==> config.mk <==
export PLATFORM = sky130hd
export DESIGN_NAME = branch_ctrl_flat
export DESIGN_NICKNAME = d
export VERILOG_FILES = /design/src/rtl/branch_ctrl_if.sv /design/src/rtl/branch_ctrl.sv /design/src/flat_wrapper.sv
export SDC_FILE = /design/constraint.sdc
export NUM_CORES = 1
export LEC_CHECK = 0
export ABC_AREA = 1
export CAP_MARGIN = 20
export CORE_UTILIZATION = 40
export CTS_CLUSTER_SIZE = 16
export DETAILED_ROUTE_END_ITERATION = 10
export HOLD_SLACK_MARGIN = 0.1
export PLACE_DENSITY = 0.67
export SLEW_MARGIN = 40
export SYNTH_ARGS = -nofsm -noshare
export SYNTH_HDL_FRONTEND = slang
export SYNTH_SLANG_ARGS = --single-unit
==> constraint.sdc <==
create_clock -name CLK -period 5.6 [get_ports CLK]
set_clock_uncertainty 0.05 [all_clocks]
set_input_delay 1.12 -clock CLK [delete_from_list [all_inputs] [get_ports CLK]]
set_output_delay 1.12 -clock CLK [all_outputs]
set_load 0.05 [all_outputs]
==> src/rtl/branch_ctrl_if.sv <==
// Branch-control bus between decoder/fetch (master) and branch_ctrl (slave).
// BRANCH_CTRL_TRACE_EN adds the Taken_cnt trace output.
interface branch_ctrl_if #(
  parameter int unsigned PC_W   = 10,
  parameter int unsigned LUT_AW = 5
);
  logic              Instr_valid;
  logic [2:0]        Op;
  logic [LUT_AW-1:0] Lut_idx;
  logic              Cmp_result;
  logic [PC_W-1:0]   PC_in;
  logic              Lut_we;
  logic [LUT_AW-1:0] Lut_waddr;
  logic [PC_W-1:0]   Lut_wdata;
  logic              Branch_abs;
  logic              Flag_out;
  logic [PC_W-1:0]   Target;
  logic              Halt;
  logic              Done;
  logic              Stack_err;

`ifdef BRANCH_CTRL_TRACE_EN
  logic [15:0]       Taken_cnt;

  modport master (
    output Instr_valid, Op, Lut_idx, Cmp_result, PC_in, Lut_we, Lut_waddr, Lut_wdata,
    input  Branch_abs, Flag_out, Target, Halt, Done, Stack_err, Taken_cnt
  );

  modport slave (
    input  Instr_valid, Op, Lut_idx, Cmp_result, PC_in, Lut_we, Lut_waddr, Lut_wdata,
    output Branch_abs, Flag_out, Target, Halt, Done, Stack_err, Taken_cnt
  );
`else
  modport master (
    output Instr_valid, Op, Lut_idx, Cmp_result, PC_in, Lut_we, Lut_waddr, Lut_wdata,
    input  Branch_abs, Flag_out, Target, Halt, Done, Stack_err
  );

  modport slave (
    input  Instr_valid, Op, Lut_idx, Cmp_result, PC_in, Lut_we, Lut_waddr, Lut_wdata,
    output Branch_abs, Flag_out, Target, Halt, Done, Stack_err
  );
`endif
endinterface

==> src/rtl/branch_ctrl.sv <==
// Control-flow resolver: condition flag, branch-target LUT, return-address stack, halt state.
// Optional saturating taken-branch counter when BRANCH_CTRL_TRACE_EN is defined.
module branch_ctrl #(
  parameter int unsigned PC_W      = 10,
  parameter int unsigned LUT_AW    = 5,
  parameter int unsigned RAS_DEPTH = 4
) (
  input logic           CLK,
  input logic           Init_n,
  branch_ctrl_if.slave  bus
);

  localparam int unsigned LutDepth = 2 ** LUT_AW;
  localparam int unsigned RasIdxW  = $clog2(RAS_DEPTH);
  localparam int unsigned CntW     = RasIdxW + 1;

  typedef enum logic [2:0] {
    OpNop  = 3'b000,
    OpSetf = 3'b001,
    OpBr   = 3'b010,
    OpJmp  = 3'b011,
    OpCall = 3'b100,
    OpRet  = 3'b101,
    OpHalt = 3'b110,
    OpRsvd = 3'b111
  } op_e;

  typedef enum logic {
    StRun,
    StHalted
  } state_e;

  state_e            state_q, state_d;
  logic              flag_q, flag_d;
  logic              stack_err_q;
  logic [PC_W-1:0]   lut_q [LutDepth];
  logic [PC_W-1:0]   ras_q [RAS_DEPTH];
  logic [CntW-1:0]   ras_cnt_q;

  op_e               op;
  logic              ras_full, ras_empty;
  logic [RasIdxW-1:0] ras_push_idx, ras_top_idx;
  logic [PC_W-1:0]   lut_rd;
  logic              push, pop, err_set;
  logic              branch_abs, flag_out, halt;
  logic [PC_W-1:0]   target;

  assign op           = op_e'(bus.Op);
  assign ras_full     = (ras_cnt_q == CntW'(RAS_DEPTH));
  assign ras_empty    = (ras_cnt_q == '0);
  assign ras_push_idx = ras_cnt_q[RasIdxW-1:0];
  // Depth is a power of two, so the low bits minus one wrap correctly when full.
  assign ras_top_idx  = ras_cnt_q[RasIdxW-1:0] - RasIdxW'(1);
  assign lut_rd       = lut_q[bus.Lut_idx];

  always_comb begin
    branch_abs = 1'b0;
    flag_out   = 1'b0;
    target     = '0;
    halt       = 1'b0;
    flag_d     = flag_q;
    push       = 1'b0;
    pop        = 1'b0;
    err_set    = 1'b0;
    state_d    = state_q;

    if (state_q == StHalted) begin
      halt = 1'b1;
    end else if (bus.Instr_valid) begin
      case (op)
        OpSetf: flag_d = bus.Cmp_result;
        OpBr: begin
          branch_abs = 1'b1;
          flag_out   = flag_q;
          target     = lut_rd;
        end
        OpJmp: begin
          branch_abs = 1'b1;
          flag_out   = 1'b1;
          target     = lut_rd;
        end
        OpCall: begin
          if (ras_full) begin
            halt    = 1'b1;
            err_set = 1'b1;
            state_d = StHalted;
          end else begin
            push       = 1'b1;
            branch_abs = 1'b1;
            flag_out   = 1'b1;
            target     = lut_rd;
          end
        end
        OpRet: begin
          if (ras_empty) begin
            halt    = 1'b1;
            err_set = 1'b1;
            state_d = StHalted;
          end else begin
            pop        = 1'b1;
            branch_abs = 1'b1;
            flag_out   = 1'b1;
            target     = ras_q[ras_top_idx];
          end
        end
        OpHalt: begin
          halt    = 1'b1;
          state_d = StHalted;
        end
        default: ;
      endcase
    end
  end

  always_ff @(posedge CLK) begin
    if (!Init_n) begin
      state_q     <= StRun;
      flag_q      <= 1'b0;
      stack_err_q <= 1'b0;
    end else begin
      state_q <= state_d;
      flag_q  <= flag_d;
      if (err_set) begin
        stack_err_q <= 1'b1;
      end
    end
  end

  always_ff @(posedge CLK) begin
    if (!Init_n) begin
      ras_cnt_q <= '0;
      for (int i = 0; i < int'(RAS_DEPTH); i++) begin
        ras_q[i] <= '0;
      end
    end else if (push) begin
      ras_q[ras_push_idx] <= bus.PC_in + PC_W'(1);
      ras_cnt_q           <= ras_cnt_q + CntW'(1);
    end else if (pop) begin
      ras_cnt_q <= ras_cnt_q - CntW'(1);
    end
  end

  // LUT writes are accepted in either state; reads see the pre-edge contents.
  always_ff @(posedge CLK) begin
    if (!Init_n) begin
      for (int i = 0; i < int'(LutDepth); i++) begin
        lut_q[i] <= '0;
      end
    end else if (bus.Lut_we) begin
      lut_q[bus.Lut_waddr] <= bus.Lut_wdata;
    end
  end

`ifdef BRANCH_CTRL_TRACE_EN
  logic [15:0] taken_cnt_q;

  always_ff @(posedge CLK) begin
    if (!Init_n) begin
      taken_cnt_q <= '0;
    end else if (branch_abs && flag_out && (taken_cnt_q != 16'hFFFF)) begin
      taken_cnt_q <= taken_cnt_q + 16'd1;
    end
  end

  assign bus.Taken_cnt = taken_cnt_q;
`endif

  assign bus.Branch_abs = branch_abs;
  assign bus.Flag_out   = flag_out;
  assign bus.Target     = target;
  assign bus.Halt       = halt;
  assign bus.Done       = (state_q == StHalted);
  assign bus.Stack_err  = stack_err_q;

endmodule
==> src/flat_wrapper.sv <==
// flat-port wrapper written by rule: the top's interface ports become plain ports
module branch_ctrl_flat 
#(
  parameter int unsigned PC_W      = 10,
  parameter int unsigned LUT_AW    = 5,
  parameter int unsigned RAS_DEPTH = 4
)
  (CLK, Init_n, bus_Instr_valid, bus_Op, bus_Lut_idx, bus_Cmp_result, bus_PC_in, bus_Lut_we, bus_Lut_waddr, bus_Lut_wdata, bus_Branch_abs, bus_Flag_out, bus_Target, bus_Halt, bus_Done, bus_Stack_err);
  branch_ctrl_if #(.PC_W(PC_W), .LUT_AW(LUT_AW)) bus_i ();
  input logic CLK;
  input logic Init_n;
  input wire logic [$bits(bus_i.Instr_valid)-1:0] bus_Instr_valid;
  input wire logic [$bits(bus_i.Op)-1:0] bus_Op;
  input wire logic [$bits(bus_i.Lut_idx)-1:0] bus_Lut_idx;
  input wire logic [$bits(bus_i.Cmp_result)-1:0] bus_Cmp_result;
  input wire logic [$bits(bus_i.PC_in)-1:0] bus_PC_in;
  input wire logic [$bits(bus_i.Lut_we)-1:0] bus_Lut_we;
  input wire logic [$bits(bus_i.Lut_waddr)-1:0] bus_Lut_waddr;
  input wire logic [$bits(bus_i.Lut_wdata)-1:0] bus_Lut_wdata;
  output wire logic [$bits(bus_i.Branch_abs)-1:0] bus_Branch_abs;
  output wire logic [$bits(bus_i.Flag_out)-1:0] bus_Flag_out;
  output wire logic [$bits(bus_i.Target)-1:0] bus_Target;
  output wire logic [$bits(bus_i.Halt)-1:0] bus_Halt;
  output wire logic [$bits(bus_i.Done)-1:0] bus_Done;
  output wire logic [$bits(bus_i.Stack_err)-1:0] bus_Stack_err;
  assign bus_i.Instr_valid = bus_Instr_valid;
  assign bus_i.Op = bus_Op;
  assign bus_i.Lut_idx = bus_Lut_idx;
  assign bus_i.Cmp_result = bus_Cmp_result;
  assign bus_i.PC_in = bus_PC_in;
  assign bus_i.Lut_we = bus_Lut_we;
  assign bus_i.Lut_waddr = bus_Lut_waddr;
  assign bus_i.Lut_wdata = bus_Lut_wdata;
  assign bus_Branch_abs = bus_i.Branch_abs;
  assign bus_Flag_out = bus_i.Flag_out;
  assign bus_Target = bus_i.Target;
  assign bus_Halt = bus_i.Halt;
  assign bus_Done = bus_i.Done;
  assign bus_Stack_err = bus_i.Stack_err;
  branch_ctrl #(.PC_W(PC_W), .LUT_AW(LUT_AW), .RAS_DEPTH(RAS_DEPTH)) u_core (.CLK(CLK), .Init_n(Init_n), .bus(bus_i));
endmodule
==> results.sh, run 1 <==
export IMPL_synth_top_family_by_area="simple AND/OR/NAND/NOR gates"
export IMPL_rr_startpoint="u_core.ras_cnt_q[0]$_SDFFE_PN0P_"
export IMPL_synth_fp_nets=1861
export IMPL_grt_max_degree=111
export IMPL_cts_buffers=37
export IMPL_synth_area_mm2=0.0170
export IMPL_n_antenna_cell=0
export IMPL_vdd_drop_max_uv=195
export IMPL_die_width_um=208
export IMPL_syn_avg_cell_area_um2=9.35
export IMPL_worstSetupEndpointType="primary output"
export IMPL_die_h_um=208
export IMPL_hold_class="flop to flop"
export IMPL_switching_share_pct=24.1
export IMPL_globalplace_congestion=0.848
export IMPL_layout_drive_gt1_share_pct=5.54
export IMPL_vias_per_cell=5.38
export IMPL_worst_pin_slew_ns=0.876
export IMPL_start_util_pct=40.6
export IMPL_wl_met2_mm=21.5
export IMPL_area_growth_pct=11.8
export IMPL_ant_nets=0
export IMPL_timing_final_crit_share_pct=84.0
export IMPL_setup_viol=0
export IMPL_synthMuxAreaShare_pct=0
export IMPL_wl_mm=44.4
export IMPL_power_mw=6.02
export IMPL_antenna_found_initial=0
export IMPL_ios=53
export IMPL_slew_violations=0
export IMPL_cts_tree="built"
export IMPL_top_layer_used="met4"
export IMPL_cts_setup_buffers=0
export IMPL_wl_met1_mm=17.9
export IMPL_grt_pass1_vias=12170
export IMPL_grt_overflow=0
export IMPL_vias=12713
export IMPL_cp_startpoint="bus_Lut_idx[0]"
export IMPL_die_area_mm2=0.0434
export IMPL_p_clk_share_pct=38.0
export IMPL_path_class="primary input to primary output"
export IMPL_firstDrtPassIters=5
export IMPL_track_usage_pct=20.4
export IMPL_relSlewSlack_pct=41.4
export IMPL_path_max_fanout=52
export IMPL_crit_arrival_ns=3.54
export IMPL_comb_power_share_pct=9.1
export IMPL_power_leakage_nw=7.43
export IMPL_grt_pass1_wl_mm=68.4
export IMPL_synth_cell_types=32
export IMPL_share_seq_of_total_power_pct=52.9
export IMPL_synth_xor_area_share_pct=0.206
export IMPL_cts_sink_count=366
export IMPL_drv_cap=0
export IMPL_cp_start_kind="primary input"
export IMPL_seq_area_frac_synth_pct=64.2
export IMPL_coreArea_mm2=0.0419
export IMPL_wl_met3_mm=3.45
export IMPL_setup_tns_ns=0
export IMPL_yosys_area_share_simple_pct=29.0
export IMPL_hold_viol=0
export IMPL_fin_nets=1838
export IMPL_dp_hpwl_mm=27.3
export IMPL_yosys_area_top_type="edfxtp_1"
export IMPL_min_period_ns=4.71
export IMPL_cts_max_level=2
export IMPL_p_per_area_mw_per_mm2=316
export IMPL_yosys_top_cells_area="edfxtp_1 (64%), nand2_1 (12%), nor2_1 (8.8%)"
export IMPL_worst_ep_required_time_ns=4.43
export IMPL_cts_buffer_depth=3
export IMPL_synth_compound_area_share_pct=1.65
export IMPL_status="finished clean"
export IMPL_post_cts_resized=0
export IMPL_clockRootBuffer="clkbuf_16"
export IMPL_ys_warn_count=0
export IMPL_synthAdderAreaFrac_pct=0.265
export IMPL_cts_clk_slew_worst_paths_ns=0.06
export IMPL_synth_cells=1820
export IMPL_wl_per_cell_um=18.8
export IMPL_insertion_delay_ns=0.52
export IMPL_fmax_mhz=212
export IMPL_port_buffers=52
export IMPL_p_int_mw=4.57
export IMPL_rows=75
export IMPL_worstHoldStart="u_core.bus.Stack_err$_SDFFE_PN0P_"
export IMPL_first_iter_violations=1507
export IMPL_ys_ff_latch=366
export IMPL_drc=0
export IMPL_p_sw_mw=1.45
export IMPL_rsz0062_at_grt="false"
export IMPL_ctsHoldBuffers=0
export IMPL_yosysTopAreaCellShare_pct=63.5
-- worst max-delay path, cell delays in order --
cell	delay [ns]
buf_4	0.29
inv_4	0.32
buf_4	0.38
nand2_1	0.09
nand3_1	0.11
nand3_1	0.17
nand3_1	0.13
nand3_1	0.16
nand2_1	0.15
nand2_1	0.07
a21oi_1	0.31
buf_12	0.19
-- cells by family after synthesis --
logic type | after synthesis
AO/OA/AOI/OAI | 47
XOR/XNOR | 4
AND/OR/NAND/NOR | 1210
buffers and inverters | 190
adder cells (fa/ha/maj) | 3
flip-flops | 366
-- registers in the layout, summed over array words and instances (netlist names) --
| register | count |
|---|---|
| u_core.lut_q | 320 |
| u_core.ras_q | 40 |
| u_core.ras_cnt_q | 3 |
| u_core.bus.Done | 1 |
| u_core.bus.Stack_err | 1 |
| u_core.flag_q | 1 |
-- cells in the mapped netlist --
cell type,instances
inv_2,5
nand3_2,1
nor2_2,1
nand2_1,524
clkinv_1,1
buf_6,2
xor2_1,3
o31ai_1,1
o21bai_1,1
inv_4,1
ha_1,2
nand3_1,263
nand4_1,2
a31oi_1,2
buf_1,7
inv_1,41
nor2_1,400
o21ai_0,17
nor2_4,2
fa_1,1
a21oi_1,15
dfxtp_1,6
o32ai_1,10
clkbuf_1,86
nor4_1,1
edfxtp_1,360
o21ai_1,1
xnor2_1,1
buf_2,46
nor2_8,1
nor3_1,15
buf_4,1
-- layout make-up --
cell class	count	area, µm²
well taps	539	674
multi-input cells	1264	5300
fillers	3864	22900
inverters	48	188
repair buffers	80	847
clock inverters	17	78.8
clock buffers	49	1010
flip-flops and latches	366	10900
-- layer usage --
metal  vias up  GRT usage, %
met5         -             0
met4         0          8.86
met1      6026          27.2
met3       100          2.70
li1       6015             -
met2       572          33.4
-- path summary, 6_finish.rpt --
kind	end	slack [ns]	cells after the start
hold reg to reg	u_core.bus.Stack_err$_SDFFE_PN0P_	0.44	2
setup reg to reg	u_core.ras_q[1][1]$_SDFFCE_PN0P_	2.75	11
setup / recovery	bus_Target[4]	0.89	12
hold / removal	u_core.bus.Stack_err$_SDFFE_PN0P_	0.44	2
-- cells in the final DEF, fill, tap and decap left out, types with 3 or more instances in the layout --
master           synthesis  final
clkbuf_16                0     39
o21ai_0                 17     17
a21oi_1                 15     15
o32ai_1                 10     10
clkinv_2                 0      8
clkbuf_1                86     10
nor3_1                  15     15
nand3_1                263    263
clkinv_1                 1      9
buf_12                   0     12
nand2_1                524    524
inv_4                    1      3
inv_1                   41     41
dfxtp_1                  6      6
inv_2                    5      3
edfxtp_1               360    360
buf_4                    1     26
nor2_1                 400    399
clkdlybuf4s50_1          0     39
xor2_1                   3      3
-- through the flow --
stage / util, % / hold WS (ns) / cells / cell area [µm²] / setup slack (ns)
after CTS: 45.4 / 0.457 / 2363 / 19000 / 0.936
after global routing: 45.4 / 0.470 / 2363 / 19000 / 0.791
after global placement: 42.7 / 0.410 / 2297 / 17900 / 1.02
after floorplan: - / 0.431 / 1820 / 17000 / 1.57
final: 45.4 / 0.443 / 2363 / 19000 / 0.893
after detailed placement: 42.8 / 0.444 / 2297 / 17900 / 0.963
-- power by group through the flow --
| stage | clock network [mW] | registers, mW | logic (mW) |
|---|---|---|---|
| after global placement | 0 | 3.24 | 0.536 |
| after global routing | 2.40 | 3.20 | 0.598 |
| after CTS | 2.31 | 3.19 | 0.546 |
| after floorplan | 0 | 3.23 | 0.344 |
| after detailed placement | 0 | 3.24 | 0.544 |
| final | 2.29 | 3.19 | 0.549 |
Power figures use the tool's default switching activity.
==> inputs of run 2 (changes only) <==
Clock period 5.6 ns to 4.85 ns, I/O delays scaled along.
==> run 2 against run 1 <==
Against the previous run:
- sequential share of layout area down 0.64 points
- setup slack worse by 0.30 ns
- global-route usage down 0.098 points
- highest routed layer unchanged
==> results.sh, run 2 (same netlist as run 1, synthesis figures left out) <==
export IMPL_cts_setup_buffers=0
export IMPL_dp_hpwl_mm=27.2
export IMPL_start_util_pct=40.6
export IMPL_path_class="primary input to primary output"
export IMPL_antenna_found_initial=0
export IMPL_cts_max_level=2
export IMPL_most_common_layout_cells="nand2_1 (524), nor2_1 (400), edfxtp_1 (360)"
export IMPL_vias_per_cell=5.40
export IMPL_area_growth_pct=13.1
export IMPL_p_per_area_mw_per_mm2=379
export IMPL_min_path_cells=2
export IMPL_rsz0062_at_grt="false"
export IMPL_layout_drive_gt1_share_pct=6.30
export IMPL_post_cts_resized=0
export IMPL_p_int_mw=5.59
export IMPL_track_usage_pct=20.3
export IMPL_ctsHoldBuffers=0
export IMPL_cts_clk_slew_worst_paths_ns=0.06
export IMPL_crit_arrival_ns=3.24
export IMPL_timing_final_crit_share_pct=87.8
export IMPL_grt_max_degree=91
export IMPL_globalplace_congestion=0.868
export IMPL_switching_share_pct=23.4
export IMPL_worstHoldStart="u_core.bus.Stack_err$_SDFFE_PN0P_"
export IMPL_hold_end="u_core.bus.Stack_err$_SDFFE_PN0P_"
export IMPL_firstDrtPassIters=6
export IMPL_min_period_ns=4.26
export IMPL_power_mw=7.29
export IMPL_worstRegToRegCells=11
export IMPL_p_sw_mw=1.70
export IMPL_clockRootBuffer="clkbuf_16"
export IMPL_die_width_um=208
export IMPL_n_antenna_cell=0
export IMPL_place_inst=2298
export IMPL_share_seq_of_total_power_pct=50.4
export IMPL_setup_tns_ns=0
export IMPL_cts_tree="built"
export IMPL_worst_ep_required_time_ns=3.83
export IMPL_die_area_mm2=0.0434
export IMPL_relSlewSlack_pct=44.2
export IMPL_fmax_mhz=235
export IMPL_largest_register_ffs=320
export IMPL_cts_buffer_depth=3
export IMPL_comb_power_share_pct=8.8
export IMPL_fin_nets=1839
export IMPL_wl_mm=44.4
export IMPL_vias=12765
export IMPL_grt_pass1_wl_mm=68.3
export IMPL_grt_overflow=0
export IMPL_hold_class="flop to flop"
export IMPL_first_iter_violations=1345
export IMPL_r2r_end="u_core.ras_q[0][8]$_SDFFCE_PN0P_"
export IMPL_p_clk_share_pct=40.8
export IMPL_insertion_delay_ns=0.53
export IMPL_ios=53
export IMPL_cts_sink_count=366
export IMPL_dp_slack_ns=0.654
export IMPL_drv_cap=0
export IMPL_ant_nets=0
export IMPL_fin_ws_ns=0.592
export IMPL_layout_cells_non_filler=2364
export IMPL_port_buffers=52
export IMPL_hold_viol=0
export IMPL_rr_startpoint="u_core.ras_cnt_q[1]$_SDFFE_PN0P_"
export IMPL_largestRegisters="u_core.lut_q x320, u_core.ras_q x40, u_core.ras_cnt_q x3"
export IMPL_grt_pass1_vias=12160
export IMPL_path_max_fanout=20
export IMPL_die_h_um=208
export IMPL_reg2reg_setup_slack_ns=2.00
export IMPL_vdd_drop_max_uv=227
export IMPL_rows=75
export IMPL_worstSetupEndpointType="primary output"
export IMPL_top_register="u_core.lut_q"
export IMPL_cts_buffers=37
export IMPL_power_leakage_nw=7.52
export IMPL_setup_viol=0
export IMPL_status="finished clean"
export IMPL_worst_pin_slew_ns=0.836
export IMPL_slew_violations=0
export IMPL_coreArea_mm2=0.0419
export IMPL_layout_commonest_cell="nand2_1"
export IMPL_drc=0
export IMPL_cp_start_kind="primary input"
export IMPL_wl_per_cell_um=18.8
[run 2: power by group through the flow]
stage                     Clock, mW  Sequential [mW]  Combinational, mW
after global routing           3.11             3.69              0.699
after detailed placement          0             3.74              0.633
after floorplan                   0             3.73              0.397
after global placement            0             3.74              0.625
final                          2.98             3.68              0.639
after CTS                      2.99             3.68              0.636
[run 2: layer usage]
layer  part of all wire (%)  vias to the layer above  GRT usage, %
met5                      0                        -             0
met4                    3.3                        0          7.92
met3                    8.0                       88          3.09
met2                     47                      570          33.0
met1                     41                     6104          27.4
li1                       -                     6003             -
[run 2: cell type report]
cell class / instances / area (µm²)
fill: 3822 / 22700
timing repair buffer: 81 / 896
tap: 539 / 674
clock buffer: 49 / 1040
sequential: 366 / 10900
inverter: 48 / 186
multi-input combinational: 1264 / 5310
clock inverter: 17 / 211
[run 2: critical path, stage by stage]
cell and delay [ns]:
clkdlybuf4s50_1 0.51, inv_1 0.58, nand3_1 0.22, nand3_1 0.22
nand3_1 0.16, a21oi_1 0.37, buf_12 0.19
[run 2: metrics by stage]
stage / utilization (%) / instance area, µm² / hold WS (ns)
after floorplan: - / 17000 / 0.431
after global placement: 42.9 / 18000 / 0.413
after detailed placement: 42.9 / 18000 / 0.426
after CTS: 45.9 / 19200 / 0.440
after global routing: 45.9 / 19200 / 0.483
final: 45.9 / 19200 / 0.434
[run 2: worst max-delay path by stage]
stage                    from       endpoint  slack (ns)  depth (start not counted)
3_5_place_dp   bus_Lut_idx[0]  bus_Target[5]        0.65                         12
4_1_cts        bus_Lut_idx[0]  bus_Target[5]        0.65                         12
5_1_grt        bus_Lut_idx[0]  bus_Target[5]        0.47                         12
3_3_place_gp        bus_Op[1]  bus_Target[5]        0.63                          6
6_report       bus_Lut_idx[4]  bus_Target[5]        0.59                          7
2_1_floorplan  bus_Lut_idx[0]  bus_Target[4]        1.12                         12
==> variant (flow settings as in run 2) <==
`RAS_DEPTH` is set to 4 in 2 places; all go to 2.
--- a/src/rtl/branch_ctrl.sv
+++ b/src/rtl/branch_ctrl.sv
@@ -4,5 +4,5 @@
   parameter int unsigned PC_W      = 10,
   parameter int unsigned LUT_AW    = 5,
-  parameter int unsigned RAS_DEPTH = 4
+  parameter int unsigned RAS_DEPTH = 2
 ) (
   input logic           CLK,
--- a/src/flat_wrapper.sv
+++ b/src/flat_wrapper.sv
@@ -4,5 +4,5 @@
   parameter int unsigned PC_W      = 10,
   parameter int unsigned LUT_AW    = 5,
-  parameter int unsigned RAS_DEPTH = 4
+  parameter int unsigned RAS_DEPTH = 2
 )
   (CLK, Init_n, bus_Instr_valid, bus_Op, bus_Lut_idx, bus_Cmp_result, bus_PC_in, bus_Lut_we, bus_Lut_waddr, bus_Lut_wdata, bus_Branch_abs, bus_Flag_out, bus_Target, bus_Halt, bus_Done, bus_Stack_err);
Function: changed (Yosys sat finds a counterexample within 4 cycles, from zero or initial values).
==> variant against run 2 <==
- synthesized area fell by 5.1%
- sequential share of layout area rose by 0.25 points
- power fell by 7.1%
- via count fell by 5.0%
- final area fell by 6.1%
- non-clock buffer count fell by 7
- cell count fell by 5.4%
- sequential cell count fell by 21
- core utilization fell by 0.50 points
- worst hold slack improved by 0.0019 ns
- worst setup slack improved by 0.034 ns
- largest power group unchanged
- routed wire length fell by 4.3%
==> variant: results (changes against run 2) <==
- Worst slack at placement: 0.6408 ns (-0.01344 ns)
- Number of synthesized flops with an enable pin: 340 (-5.6%)
- Mux share of post-synthesis cell area: 0 (unchanged)
- RD Place Congestion: 0.8907 (+2.7%)
- Final Net Count: 1,723 (-6.3%)
- Least-Margin Pin Slew: 0.8484 ns (+0.01257 ns)
- Post-synth top cells: nand2_1 (514), nor2_1 (352), edfxtp_1 (340)
- Net Sw Frac: 0.2378 (+0.004197)
- Arrival time worst endpoint: 3.20 ns (-0.04 ns)
- Clock transition at path regs: 0.06 ns (about the same)
- Post-CTS Repair Setup Buffers: 0 (unchanged)
- Number of antenna diodes: 0 (unchanged)
- Drt wl/cell: 18.99 um (+1.2%)
- Port Buffers: 52 (unchanged)
- Post-synth cell types: 30 (-6.3%)
- Ys async rst share: 0 (unchanged)
- Largest registers: u_core.lut_q (320), u_core.ras_q (20), u_core.ras_cnt_q (2)
- Status: finished clean
- Router iterations before antenna repair: 7 (+1)
- Leakage: 7.039 nW (-6.4%)
- CP max-delay cell: clkinv_2
- Yosys Warn Count: 0 (unchanged)
- Sequential area share after synthesis: 0.6383 (-0.003897)
- Type of the tightest min-delay check: reg2reg
- Max clock buf depth: 3 (unchanged)
- Largest net degree at the start of global routing: 161 (+77%)
- H-Tree Depth: 2 (unchanged)
- Global-route wire length before repair: 65,180 um (-4.6%)
- Slowest stage delay, CP: 0.53 ns (-0.05 ns)
- Clk Tree Root Cell: clkbuf_16
- DP HPWL: 25,880 um (-4.9%)
- Ys flop type: edfxtp_1
- Placed cell areas: 0.01694 mm^2 (-5.8%)
- Post-Synth Adder-Cell Area: 0.0007747 (-0.001872)
- Vias in the first global route: 11,471 (-5.7%)
- Synth Area in XOR/XNOR: 0.004338 (+0.002280)
- Fraction of layout instances using a drive strength above 1: 0.05202 (-0.01100)
- Maximum vdd drop: 0.1987 mV (-12%)
- Complex-gate fraction of the synthesized area: 0.01239 (-0.004073)
- Dominant cells by area after synthesis: edfxtp_1 (63%), nand2_1 (12%), nand3_1 (8.2%)
- Gates resized, CTS repair: 0 (unchanged)
- CTS buffer count: 37 (unchanged)
- Drt first-iter violations: 1,362 (+1.3%)
- Antenna violations before repair: 0 (unchanged)
- CP max FO: 42 (+110%)
- CTS tree: done
- All-Layer GR Usage: 0.2050 (+0.001922)
- Routed via count: 12,122 (-5.0%)
- Clock Latency Late Sink: 0.52 ns
## variant: per-stage QoR
stage                     power, mW  hold slack, ns  cells
after floorplan               3.903          0.4560   1708
after global placement        4.115          0.4222   2170
after detailed placement      4.129          0.4145   2170
after CTS                     6.785          0.4375   2236
after global routing          6.972          0.4740   2236
final                         6.774          0.4360   2236
## variant: path summary, 6_finish.rpt
kind / from / end / slack, ns / cells after the start
setup / recovery: bus_Lut_idx[1] / bus_Target[5] / 0.63 / 11
hold / removal: u_core.bus.Stack_err / u_core.bus.Stack_err / 0.44 / 2
setup reg to reg: u_core.ras_cnt_q[0] / u_core.ras_q[0][1] / 2.57 / 4
hold reg to reg: u_core.bus.Stack_err / u_core.bus.Stack_err / 0.44 / 2
## variant: per-layer routing
layer  up-vias  wire [um]  track usage
met3        98       3644      0.02472
li1       5626          -            -
met1      5806      17710       0.2905
met5         -          0            0
met2       592      19830       0.3261
met4         0       1272      0.06955
## variant: final cells by class
type / count / area [um^2]
fill: 3769 / 21750
sequential: 345 / 10310
multi-input combinational: 1189 / 5001
clock buffer: 49 / 1013
timing repair buffer: 74 / 827.0
tap: 525 / 656.9
inverter: 37 / 142.6
clock inverter: 17 / 123.9
## variant: cells by family after synthesis
logic type	after synthesis
and+or+nand+nor	1149
buffers and inverters	174
AOI/OAI and AO/OA	31
DFF	345
adders and majority gates	1
xor gates and xnor gates	8
## variant: power groups by stage
stage / Clock (mW) / Sequential (mW) / Combinational, mW
after floorplan: 0 / 3.52 / 0.382
after global placement: 0 / 3.53 / 0.588
after detailed placement: 0 / 3.53 / 0.595
after CTS: 2.71 / 3.47 / 0.598
after global routing: 2.83 / 3.48 / 0.657
final: 2.70 / 3.47 / 0.603
## variant: worst max-delay path: cells and delay by family
kind | cells | cell delay, ns
AOI/OAI and AO/OA | 1 | 0.24
buffers and inverters | 4 | 1.25
and+or+nand+nor | 6 | 0.73
